File: src/rtl/tdm_pkg.sv
// Shared types and constants for the tdm_demux4 receive datapath.
// Frame-lock FSM states and the width of the optional error counter.
package tdm_pkg;

    typedef enum logic {
        HUNT   = 1'b0,
        LOCKED = 1'b1
    } tdm_state_e;

    localparam int ERR_CNT_W = 8;

endpackage

File: src/rtl/tdm_demux4_if.sv
// TDM word stream from the serial link into tdm_demux4.
// master drives the stream, slave (the demux) consumes it.
interface tdm_demux4_if #(
    parameter int WIDTH = 8
);
    logic [WIDTH-1:0] in_data;
    logic             in_valid;
    logic             frame_sync;

    modport master (output in_data, output in_valid, output frame_sync);
    modport slave  (input  in_data, input  in_valid, input  frame_sync);
endinterface

File: src/rtl/tdm_slot_ctr.sv
// Rotating mod-NUM_CH slot counter that replaces an external select.
// Priority: clear (back to slot 0) > load-to-1 (resync on slot-0 word) > advance.
module tdm_slot_ctr #(
    parameter  int NUM_CH = 4,
    localparam int SLOT_W = $clog2(NUM_CH)
) (
    input  logic              clk,
    input  logic              rst_n,
    input  logic              clr,
    input  logic              load1,
    input  logic              en,
    output logic [SLOT_W-1:0] slot,
    output logic              last_slot
);

    logic [SLOT_W-1:0] slot_reg;

    // Slot index register: wraps from NUM_CH-1 back to 0 on advance.
    always_ff @(posedge clk) begin
        if (!rst_n || clr) begin
            slot_reg <= '0;
        end else if (load1) begin
            slot_reg <= SLOT_W'(1);
        end else if (en) begin
            slot_reg <= last_slot ? '0 : slot_reg + SLOT_W'(1);
        end
    end

    assign slot      = slot_reg;
    assign last_slot = (slot_reg == SLOT_W'(NUM_CH - 1));

endmodule

File: src/rtl/tdm_demux4.sv
// TDM demultiplexer: distributes consecutive words of one stream to NUM_CH
// registered channel outputs, tracking frame lock from the slot-0 frame_sync.
// Optional feature macro: TDM_DEMUX_ERR_CNT_EN adds the saturating err_cnt port
// counting misalignment events and missing slot-0 syncs.
module tdm_demux4
    import tdm_pkg::*;
#(
    parameter int WIDTH    = 8,
    parameter int NUM_CH   = 4,
    parameter int MISS_MAX = 3
) (
    input  logic                    clk,
    input  logic                    rst_n,
    tdm_demux4_if.slave             in_if,
    output logic [NUM_CH*WIDTH-1:0] ch_data,
    output logic [NUM_CH-1:0]       ch_valid,
    output logic                    frame_done,
    output logic                    locked
`ifdef TDM_DEMUX_ERR_CNT_EN
    ,
    output logic [ERR_CNT_W-1:0]    err_cnt
`endif
);

    localparam int SLOT_W = $clog2(NUM_CH);
    localparam int MISS_W = $clog2(MISS_MAX + 1);
    localparam logic [MISS_W-1:0] MISS_LAST = MISS_W'(MISS_MAX - 1);

    tdm_state_e        state_reg, state_next;
    logic [MISS_W-1:0] miss_reg, miss_next;
    logic [SLOT_W-1:0] slot;
    logic              last_slot;
    logic              ctr_clr, ctr_load1, ctr_en;
    logic              cap_en;
    logic [SLOT_W-1:0] cap_slot;
    logic              done_next;
    logic [NUM_CH-1:0] ch_valid_reg;
    logic              frame_done_reg;

    tdm_slot_ctr #(.NUM_CH(NUM_CH)) u_slot_ctr (
        .clk       (clk),
        .rst_n     (rst_n),
        .clr       (ctr_clr),
        .load1     (ctr_load1),
        .en        (ctr_en),
        .slot      (slot),
        .last_slot (last_slot)
    );

    // State and miss-counter registers.
    always_ff @(posedge clk) begin
        if (!rst_n) begin
            state_reg <= HUNT;
            miss_reg  <= '0;
        end else begin
            state_reg <= state_next;
            miss_reg  <= miss_next;
        end
    end

    // Next-state, capture selection and slot-counter control for each beat.
    always_comb begin
        state_next = state_reg;
        miss_next  = miss_reg;
        ctr_clr    = 1'b0;
        ctr_load1  = 1'b0;
        ctr_en     = 1'b0;
        cap_en     = 1'b0;
        cap_slot   = '0;
        done_next  = 1'b0;
        if (in_if.in_valid) begin
            case (state_reg)
                HUNT: begin
                    if (in_if.frame_sync) begin
                        cap_en     = 1'b1;
                        ctr_load1  = 1'b1;
                        state_next = LOCKED;
                        miss_next  = '0;
                    end
                end
                LOCKED: begin
                    if (in_if.frame_sync && slot != '0) begin
                        // Sync arrived mid-frame: restart the frame at slot 0,
                        // the truncated frame never reports frame_done.
                        cap_en    = 1'b1;
                        ctr_load1 = 1'b1;
                        miss_next = '0;
                    end else begin
                        cap_en    = 1'b1;
                        cap_slot  = slot;
                        ctr_en    = 1'b1;
                        done_next = last_slot;
                        if (slot == '0) begin
                            if (in_if.frame_sync) begin
                                miss_next = '0;
                            end else if (miss_reg == MISS_LAST) begin
                                // Word is still delivered before dropping lock.
                                state_next = HUNT;
                                ctr_clr    = 1'b1;
                                miss_next  = '0;
                            end else begin
                                miss_next = miss_reg + MISS_W'(1);
                            end
                        end
                    end
                end
                default: state_next = HUNT;
            endcase
        end
    end

    // Per-channel data registers; untouched channels hold their value.
    for (genvar gi = 0; gi < NUM_CH; gi++) begin : g_ch
        logic [WIDTH-1:0] data_reg;

        // Capture the beat word when it is addressed to this channel.
        always_ff @(posedge clk) begin
            if (!rst_n) begin
                data_reg <= '0;
            end else if (cap_en && cap_slot == SLOT_W'(gi)) begin
                data_reg <= in_if.in_data;
            end
        end

        assign ch_data[gi*WIDTH +: WIDTH] = data_reg;
    end

    // One-cycle update pulses aligned with the captured data.
    always_ff @(posedge clk) begin
        if (!rst_n) begin
            ch_valid_reg   <= '0;
            frame_done_reg <= 1'b0;
        end else begin
            ch_valid_reg   <= cap_en ? (NUM_CH'(1) << cap_slot) : '0;
            frame_done_reg <= done_next;
        end
    end

    assign ch_valid   = ch_valid_reg;
    assign frame_done = frame_done_reg;
    assign locked     = (state_reg == LOCKED);

`ifdef TDM_DEMUX_ERR_CNT_EN
    logic                 err_inc;
    logic [ERR_CNT_W-1:0] err_cnt_reg;

    assign err_inc = in_if.in_valid && (state_reg == LOCKED) &&
                     (in_if.frame_sync ? (slot != '0) : (slot == '0));

    // Saturating count of misalignments and missing slot-0 syncs.
    always_ff @(posedge clk) begin
        if (!rst_n) begin
            err_cnt_reg <= '0;
        end else if (err_inc && err_cnt_reg != '1) begin
            err_cnt_reg <= err_cnt_reg + ERR_CNT_W'(1);
        end
    end

    assign err_cnt = err_cnt_reg;
`endif

endmodule
File: src/flat_wrapper.sv
// flat-port wrapper written by rule: the top's interface ports become plain ports
module tdm_demux4_flat import tdm_pkg::*;
#(
    parameter int WIDTH    = 8,
    parameter int NUM_CH   = 4,
    parameter int MISS_MAX = 3
)
  (clk, rst_n, ch_data, ch_valid, frame_done, locked, in_if_in_data, in_if_in_valid, in_if_frame_sync);
  tdm_demux4_if #(.WIDTH(WIDTH)) in_if_i ();
  input  logic clk;
  input  logic rst_n;
  output logic [NUM_CH*WIDTH-1:0] ch_data;
  output logic [NUM_CH-1:0] ch_valid;
  output logic frame_done;
  output logic locked;
  input wire logic [$bits(in_if_i.in_data)-1:0] in_if_in_data;
  input wire logic [$bits(in_if_i.in_valid)-1:0] in_if_in_valid;
  input wire logic [$bits(in_if_i.frame_sync)-1:0] in_if_frame_sync;
  assign in_if_i.in_data = in_if_in_data;
  assign in_if_i.in_valid = in_if_in_valid;
  assign in_if_i.frame_sync = in_if_frame_sync;
  tdm_demux4 #(.WIDTH(WIDTH), .NUM_CH(NUM_CH), .MISS_MAX(MISS_MAX)) u_core (.clk(clk), .rst_n(rst_n), .in_if(in_if_i), .ch_data(ch_data), .ch_valid(ch_valid), .frame_done(frame_done), .locked(locked));
endmodule
File: config.mk
export PLATFORM = sky130hd
export DESIGN_NAME = tdm_demux4_flat
export DESIGN_NICKNAME = d
export VERILOG_FILES = /design/src/rtl/tdm_pkg.sv /design/src/rtl/tdm_demux4_if.sv /design/src/rtl/tdm_slot_ctr.sv /design/src/rtl/tdm_demux4.sv /design/src/flat_wrapper.sv
export SDC_FILE = /design/constraint.sdc
export NUM_CORES = 1
export LEC_CHECK = 0
export ABC_AREA = 1
export CORE_ASPECT_RATIO = 1.4
export CORE_UTILIZATION = 48
export DETAILED_ROUTE_END_ITERATION = 10
export GPL_TIMING_DRIVEN = 0
export PLACE_DENSITY = 0.79
export SKIP_CTS_REPAIR_TIMING = 1
export SLEW_MARGIN = 20
export SYNTH_ARGS = -nofsm -noshare
export SYNTH_HDL_FRONTEND = slang
export SYNTH_SLANG_ARGS = --single-unit
File: constraint.sdc
create_clock -name clk -period 2.25 [get_ports clk]
set_clock_uncertainty 0.1 [all_clocks]
set_input_delay 0.45 -clock clk [delete_from_list [all_inputs] [get_ports clk]]
set_output_delay 0.45 -clock clk [all_outputs]
set_load 0.02 [all_outputs]
==> run metrics, run 1 <==
ranking of synthesized cells by area dfxtp_1, nor2_1, nand2_1; Die ar. 4180 sq um; final slew viol count 0; Antenna Cells 0; share of layout cells above drive strength 1 8.64%; post-synthesis cell count 268; Core ar. 3710 sq um; WHS 0.374 ns; max FFs per register 32; Yosys cell types 21; Ys Warns 0; async set-reset flop share out of synthesis 0%; Post-Syn Area 1880 sq um; hpwl dp 3150 um; Yosys top cell area share 44.6%; CTS H-tree lvls 2; Clock transition at path regs 0.08 ns; status finished, final reports clean; post-route design area 2500 sq um; die width 55.0 um; cts bufs inserted 5; vias in the first global route 1,593; Synth Flop Type dfxtp_1; Die Y 76.1 um; Vias 1,730; Setup violations, final 0; filler cell count 333; first drt pass iteration count 4; Leak 1.26 nW; top-count cell post-synth nor2_1; Worst Tran Pin Value 0.450 ns; Layout area overhead 32.9%; RSZ-0062 raised after global routing no; first-pass GRT wire length 7010 um; clk sinks 42; Skew-Pair Late Insertion Delay 0.30 ns; IO Port Bufs 48; synth cell count leaders nor2_1, nand2_1, dfxtp_1, inv_1, nand3_1; Slew HR 70.0%; largest net degree at the start of global routing 14; drt first-iter violations 33; Avg Cell Area, Syn 7.03 sq um; CTS tree done; startpoint types register; row cnt 26; initial antenna violation count 0; worst r2r path cells 9; EDFF count, synth 0; post-layout min period 1.87 ns; Hold Vio Cnt, Final 0; drt total wl 4250 um; Avg WL per Cell 11.6 um; # nets final 338; Pwr Density 581 nW/um^2; I/O pin count 50; Post-DP Area 2420 sq um; WP data arrival 1.96 ns; CP Capture Type register; Congestion Overflow GR 0; Worst Path Required 2.34 ns; post-synthesis sequential area ratio 44.6%; path type of the worst setup path reg2reg; Max Freq 0.533 GHz; Starting Density 50.8%; Hold Path Cell Cnt 3; Syn Nets 283; final RePlAce weighted congestion 0.788; CP max FO 10; post-synthesis register bit count 42; Vias/cell 4.73; setup_tns 0 ns; Clock Path Buffers 2; residual DRC count 0; max cap viols 0; fin crit share 83.3%; post-synth top area cell dfxtp_1; Detail Route Antenna Nets 0; type of the worst min-delay path in2reg; worst vdd ir 559 uV; clk root buf clkbuf_8; Total GRT Usage 22.8%
==> layout by cell type (no fill, tap or decap), types with 5 or more instances in the layout <==
master / count
clkdlybuf4s50_1: 48
nand2_4: 5
dfxtp_1: 42
nand2_1: 63
a21oi_1: 11
nor2_1: 65
nand3_1: 12
clkbuf_8: 5
inv_1: 42
==> kinds of logic after synthesis <==
logic type / Yosys count / share of synthesized area, %
and+or+nand+nor: 155 / 36.0
buffers and inverters: 52 / 12.7
DFF: 42 / 44.6
AOI/OAI and AO/OA: 16 / 4.65
adders and majority gates: 3 / 1.99
==> through the flow <==
step | instances | setup slack, ns | utilization (%) | power, mW
2_1_floorplan | 268 | 0.585 | - | 0.907
3_3_place_gp | 358 | 0.264 | 65.2 | 0.990
3_5_place_dp | 358 | 0.243 | 65.2 | 0.992
4_1_cts | 366 | 0.363 | 67.5 | 1.46
5_1_grt | 366 | 0.210 | 67.5 | 1.51
6_report | 366 | 0.375 | 67.5 | 1.45
==> critical path: stages (launching register included) <==
cell and delay [ns]:
dfxtp_1 0.49, inv_1 0.19, ha_1 0.25, inv_1 0.09
nand2_4 0.07, o211ai_2 0.16, buf_4 0.24, nand3_1 0.08
nand2_1 0.06, nor2_1 0.03
==> path summary, 6_finish.rpt <==
path	startpoint	to	slack (ns)
worst min register to register	u_core.g_ch[0].data_reg[1]$_SDFFE_PN0P_	u_core.g_ch[0].data_reg[1]$_SDFFE_PN0P_	0.39
worst max register to register	u_core.u_slot_ctr.slot[0]$_SDFFE_PP0P_	u_core.g_ch[0].data_reg[3]$_SDFFE_PN0P_	0.38
worst max-delay path	u_core.u_slot_ctr.slot[0]$_SDFFE_PP0P_	u_core.g_ch[0].data_reg[3]$_SDFFE_PN0P_	0.38
worst min-delay path	rst_n	u_core.miss_reg[0]$_SDFFE_PN0P_	0.37
==> layout make-up <==
class	count	area (sq um)	share of cell area, %
Timing Repair Buffer	48	480	19.2
Tap cell	42	52.6	2.10
Clock buffer	6	72.6	2.90
Buffer	9	73.8	2.95
Inverter	43	166	6.65
Clock inverter	2	13.8	0.550
Sequential cell	42	841	33.6
Multi-Input combinational cell	174	803	32.1
==> where the power goes <==
group	total, mW	switching (mW)	internal (mW)
Sequential	0.782	0.0164	0.765
Combinational	0.192	0.110	0.0820
Clock	0.481	0.262	0.219
Total	1.45	0.389	1.07
==> metal layers <==
metal  global-route usage [%]  wire length (um)
met2                     37.8              2200
met3                     5.39               176
met1                     26.6              1780
met4                     9.75                97
met5                        0                 0
Note: power is estimated with default switching activity, not from simulation.
==> run 2, diff against run 1 <==
--- a/config.mk
+++ b/config.mk
@@ -7,10 +7,10 @@
 export LEC_CHECK = 0
 export ABC_AREA = 1
 export CORE_ASPECT_RATIO = 1.4
-export CORE_UTILIZATION = 48
+export CORE_UTILIZATION = 43
 export DETAILED_ROUTE_END_ITERATION = 10
 export GPL_TIMING_DRIVEN = 0
-export PLACE_DENSITY = 0.79
+export PLACE_DENSITY = 0.75
 export SKIP_CTS_REPAIR_TIMING = 1
 export SLEW_MARGIN = 20
 export SYNTH_ARGS = -nofsm -noshare
==> constraint.sdc (replaced) <==
create_clock -name clk -period 1.65 [get_ports clk]
set_clock_uncertainty 0.1 [all_clocks]
set_input_delay 0.33 -clock clk [delete_from_list [all_inputs] [get_ports clk]]
set_output_delay 0.33 -clock clk [all_outputs]
set_load 0.02 [all_outputs]
==> run 2 against run 1 <==
  * The run now ends with design-rule violations left
  * First-iteration DRC count is 94% higher
  * Total power is 35% higher
  * Cell count is 3.0% higher
  * Wire length is 5.5% higher
  * Register-to-register slack worse by 0.34 ns
  * Clock power is 29% higher
  * Via count is 3.4% higher
  * Worst setup slack worse by 0.35 ns
  * Core utilization is 2.8 points lower
==> run metrics, run 2 (synthesized netlist as in run 1, its figures left out) <==
status complete, but fails checks; max cap viols 0 (unchanged); Leak 1.89 nW (+50%); Final Non-Filler Cells 377 (+3.0%); WHS 0.250 ns (-0.124 ns); Antenna Cells 0 (unchanged); most frequent cells in the layout nand2_1, nor2_1, inv_1, dfxtp_1, dlymetal6s2s_1; clock share of power 31.4% (-1.7 points); largest net degree at the start of global routing 12 (-2); drt first-iter violations 64 (+94%); row cnt 28 (+7.7%); worst path bufs/invs 1 (-2); worst slack, placed -0.238 ns (-0.481 ns); Layout area overhead 44.3%; share of layout cells above drive strength 1 13.0% (+4.3 points); startpoint types register; Max Freq 0.617 GHz; worst setup margin 0.0290 ns (-0.346 ns); Worst Tran Pin Value 0.415 ns (-0.0354 ns); CTS tree done; IO Port Bufs 48 (unchanged); final slew viol count 0 (unchanged); Psw 514 uW (+32%); Post-DP Area 2420 sq um (+0.21%); drt total wl 4490 um (+5.5%); Sw Ratio 26.1% (-0.61 points); CP max FO 1 (-9); CTS H-tree lvls 2 (unchanged); crit path cell chain clkdlybuf4s50_1; initial antenna violation count 0 (unchanged); Core ar. 4200 sq um (+13%); CP delay by family, top buffers and inverters; clk root buf clkbuf_8; Seq pwr share 54.1% (+0.4 points); CP Capture Type output pin; CP max stage delay 0.59 ns (+0.10 ns); Die Y 80.3 um (+5.5%); worst vdd ir 456 uV (-18%); Cells after DPL 361 (+0.84%); Vias/cell 4.74 (+0.34%); # nets final 347 (+2.7%); hpwl dp 3060 um (-2.8%); WP data arrival 1.19 ns (-0.77 ns); Skew-Pair Late Insertion Delay 0.29 ns (about the same); Total GRT Usage 19.3% (-3.5 points); Pwr Density 724 nW/um^2 (+25%); Setup violations, final 0 (unchanged); Avg WL per Cell 11.9 um (+2.4%); post-route design area 2720 sq um (+8.6%); filler cell count 362 (+8.7%); first drt pass iteration count 7 (+3); I/O pin count 50 (unchanged); Worst Path Required 1.22 ns (-1.12 ns); most common cell after layout, fill and taps aside nand2_1; violated checks design-rule violations; post-layout min period 1.62 ns; clk sinks 42 (unchanged); type of the worst min-delay path in2reg; Slew HR 72.3% (+2.4 points); max FFs per register 32 (unchanged); internal power 1.46 mW (+36%); cts bufs inserted 5 (unchanged); final RePlAce weighted congestion 0.830 (+5.3%); Congestion Overflow GR 0 (unchanged); Hold Vio Cnt, Final 0 (unchanged); path type of the worst setup path reg2out; Detail Route Antenna Nets 0 (unchanged); Die ar. 4650 sq um (+11%); Clock Path Buffers 2 (unchanged); first-pass GRT wire length 6800 um (-3.1%); residual DRC count 3 (+3); Logic pwr share 14.5% (+1.3 points); crit path max-delay cell type clkdlybuf4s50_1; fin crit share 98.2%; Vias 1,788 (+3.4%); vias in the first global route 1,575 (-1.1%); Clock transition at path regs 0.07 ns (about the same); die width 57.9 um (+5.4%); Starting Density 44.8% (-6.0 points)
[run 2: cell types whose count changed in the layout (fill, tap and decap cells not counted), sizes merged]
cell and change:
dlymetal6s2s +34, clkbuf +1, buf +9, clkdlybuf4s50 -34
clkinv -2
[run 2: cell type report]
cell class                      instances  area (sq um)  area share [%]
Multi-Input combinational cell        174           855            31.4
Sequential cell                        42           846            31.1
Timing Repair Buffer                   57           633            23.3
Inverter                               43           171            6.30
Buffer                                  9          81.3            2.99
Clock buffer                            7          76.3            2.81
Tap cell                               45          56.3            2.07
[run 2: routing by layer]
metal	track usage, %	vias up	share of wire (%)
li1	-	923	-
met1	21.5	804	40
met2	35.1	50	52
met3	4.51	11	5.0
met4	7.14	0	2.9
met5	0	-	0
[run 2: stage by stage]
step	setup TNS [ns]	power (mW)	utilization [%]
2_1_floorplan	0	1.24	-
3_3_place_gp	-7.11	1.35	57.6
6_report	0	1.97	64.7
4_1_cts	-4.26	1.96	59.4
3_5_place_dp	-7.71	1.35	57.6
5_1_grt	-0.0130	2.05	64.7
[run 2: power by group through the flow]
| stage | Combinational (mW) | Sequential [mW] | Clock (mW) |
|---|---|---|---|
| floorplan | 0.119 | 1.12 | 0 |
| finish | 0.285 | 1.07 | 0.619 |
| detailed placement | 0.263 | 1.09 | 0 |
| CTS | 0.264 | 1.07 | 0.627 |
| global route | 0.314 | 1.07 | 0.671 |
| global placement | 0.260 | 1.09 | 0 |
[run 2: worst register-to-register path, delay by kind of cell, from the launching register on]
| family | cells | cell delay, ns |
|---|---|---|
| buffers and inverters | 3 | 0.29 |
| and+or+nand+nor | 6 | 0.60 |
| DFF | 1 | 0.37 |
| adders and majority gates | 1 | 0.14 |
[run 2: worst paths after layout]
| kind | start | to | slack (ns) | cells after the start |
|---|---|---|---|---|
| min reg2reg | u_core.g_ch[0].data_reg[2]$_SDFFE_PN0P_ | u_core.g_ch[0].data_reg[2]$_SDFFE_PN0P_ | 0.38 | 2 |
| max | u_core.frame_done$_SDFF_PP0_ | frame_done | 0.03 | 1 |
| max reg2reg | u_core.u_slot_ctr.slot[0]$_SDFFE_PP0P_ | u_core.g_ch[2].data_reg[1]$_SDFFE_PN0P_ | 0.04 | 10 |
| min | rst_n | u_core.miss_reg[0]$_SDFFE_PN0P_ | 0.25 | 3 |
==> run 3, diff against run 2 <==
--- a/config.mk
+++ b/config.mk
@@ -7,10 +7,10 @@
 export LEC_CHECK = 0
 export ABC_AREA = 1
 export CORE_ASPECT_RATIO = 1.4
-export CORE_UTILIZATION = 43
+export CORE_UTILIZATION = 51
 export DETAILED_ROUTE_END_ITERATION = 10
 export GPL_TIMING_DRIVEN = 0
-export PLACE_DENSITY = 0.75
+export PLACE_DENSITY = 0.83
 export SKIP_CTS_REPAIR_TIMING = 1
 export SLEW_MARGIN = 20
 export SYNTH_ARGS = -nofsm -noshare
==> constraint.sdc (replaced) <==
create_clock -name clk -period 2 [get_ports clk]
set_clock_uncertainty 0.1 [all_clocks]
set_input_delay 0.4 -clock clk [delete_from_list [all_inputs] [get_ports clk]]
set_output_delay 0.4 -clock clk [all_outputs]
set_load 0.02 [all_outputs]
==> run 3 against run 2 <==
  * The flow now finishes without violations
  * Critical endpoint is now u_core.g_ch[1].data_reg[1]$_SDFFE_PN0P_
  * Critical path type is now reg2reg
  * First-iteration DRC count is 27% lower
  * Core utilization is 7.8 points higher
  * Critical path depth is 7 higher
  * Die area is 15% lower
  * Worst setup slack better by 0.17 ns
  * Sequential share of layout area is 2.7 points higher
  * Worst hold slack better by 0.055 ns
  * Clock-buffer cell count stayed put
  * Sequential power is 18% lower
  * Largest power group unchanged
  * Sequential cell count stayed put
==> run metrics, run 3 (synthesized netlist as in run 1, its figures left out) <==
setup_tns 0 ns (unchanged); row cnt 25 (-11%); Leak 1.25 nW (-34%); startpoint types register; Post-DP Area 2410 sq um (-0.31%); clk root buf clkbuf_8; Cells after DPL 356 (-1.4%); # nets final 338 (-2.6%); Clock Path Buffers 2 (unchanged); cts bufs inserted 5 (unchanged); fin crit share 90.1%; initial antenna violation count 0 (unchanged); IO Port Bufs 48 (unchanged); status finished, final reports clean; worst setup margin 0.198 ns (+0.169 ns); Vias 1,738 (-2.8%); Skew-Pair Late Insertion Delay 0.30 ns (about the same); path type of the worst setup path reg2reg; Avg WL per Cell 11.8 um (-0.98%); first-pass GRT wire length 6950 um (+2.2%); Total GRT Usage 24.6% (+5.3 points); Worst Tran Pin Value 0.438 ns (+0.0231 ns); Pwr Density 648 nW/um^2 (-11%); share of layout cells above drive strength 1 8.36% (-4.6 points); hpwl dp 3160 um (+3.2%); drt total wl 4280 um (-4.7%); worst slack, placed 0.0281 ns (+0.267 ns); post-layout util 72.4% (+7.8 points); Max Freq 0.555 GHz; Worst Path Required 2.09 ns (+0.87 ns); Slew HR 70.8% (-1.5 points); post-layout min period 1.80 ns; most common cell after layout, fill and taps aside nor2_1; WP data arrival 1.89 ns (+0.70 ns); Detail Route Antenna Nets 0 (unchanged); final slew viol count 0 (unchanged); WHS 0.305 ns (+0.0550 ns); CP Capture Type register; Clock transition at path regs 0.08 ns (about the same); Setup violations, final 0 (unchanged); Reg2Reg Setup Slack 0.20 ns (+0.16 ns); Vias/cell 4.79 (+0.95%); residual DRC count 0 (-3); Starting Density 54.8% (+9.9 points); die width 53.4 um (-7.9%); Tot Pwr 1.61 mW (-18%); type of the worst min-delay path in2reg; Final Non-Filler Cells 363 (-3.7%); CTS H-tree lvls 2 (unchanged); Hold Vio Cnt, Final 0 (unchanged); worst vdd ir 533 uV (+17%); Core ar. 3440 sq um (-18%); Congestion Overflow GR 0 (unchanged); most frequent cells in the layout nor2_1, nand2_1, clkdlybuf4s50_1; Antenna Cells 0 (unchanged); CP max FO 10 (+9); drt first-iter violations 47 (-27%); max FFs per register 32 (unchanged); CTS tree done; final RePlAce weighted congestion 0.811 (-2.3%); vias in the first global route 1,613 (+2.4%); max cap viols 0 (unchanged); Die Y 73.9 um (-8.0%); Layout area overhead 32.3%; first drt pass iteration count 4 (-3); I/O pin count 50 (unchanged); largest net degree at the start of global routing 12 (unchanged); post-route design area 2490 sq um (-8.3%); clk sinks 42 (unchanged); RSZ-0062 raised after global routing no; Die ar. 3950 sq um (-15%)
==> run 3: final timing paths <==
check / end / start / cells after the start
setup reg to reg: u_core.g_ch[1].data_reg[1]$_SDFFE_PN0P_ / u_core.u_slot_ctr.slot[1]$_SDFFE_PP0P_ / 8
hold / removal: u_core.g_ch[0].data_reg[4]$_SDFFE_PN0P_ / rst_n / 3
setup / recovery: u_core.g_ch[1].data_reg[1]$_SDFFE_PN0P_ / u_core.u_slot_ctr.slot[1]$_SDFFE_PP0P_ / 8
hold reg to reg: u_core.g_ch[0].data_reg[3]$_SDFFE_PN0P_ / u_core.g_ch[0].data_reg[3]$_SDFFE_PN0P_ / 2
==> run 3: worst max-delay path, stage by stage, from the launching register on <==
cell     delay [ns]
dfxtp_1        0.35
inv_1          0.23
ha_1           0.22
inv_1          0.07
nand2_4        0.09
nand4_2        0.23
buf_6          0.23
nor2_1         0.12
nor2_1         0.06
==> run 3: layout make-up <==
class | count | area (sq um)
well taps | 40 | 50.0
inverters | 43 | 166
multi-input cells | 174 | 803
clock buffers | 7 | 76.3
fillers | 289 | 948
repair buffers | 48 | 480
plain buffers | 9 | 73.8
flip-flops and latches | 42 | 842
==> run 3: routing by layer <==
| layer | vias up | GRT usage (%) | wire length, um |
|---|---|---|---|
| li1 | 908 | - | - |
| met1 | 791 | 25.5 | 1840 |
| met2 | 34 | 44.3 | 2210 |
| met3 | 5 | 5.80 | 147 |
| met4 | 0 | 12.9 | 74 |
| met5 | - | 0 | 0 |
==> run 3: report_power, final <==
part | internal, mW | leakage (nW) | switching (mW)
Clock | 0.240 | 0.0383 | 0.277
Combinational | 0.0923 | 0.872 | 0.125
Sequential | 0.862 | 0.341 | 0.0186
Total | 1.19 | 1.25 | 0.421
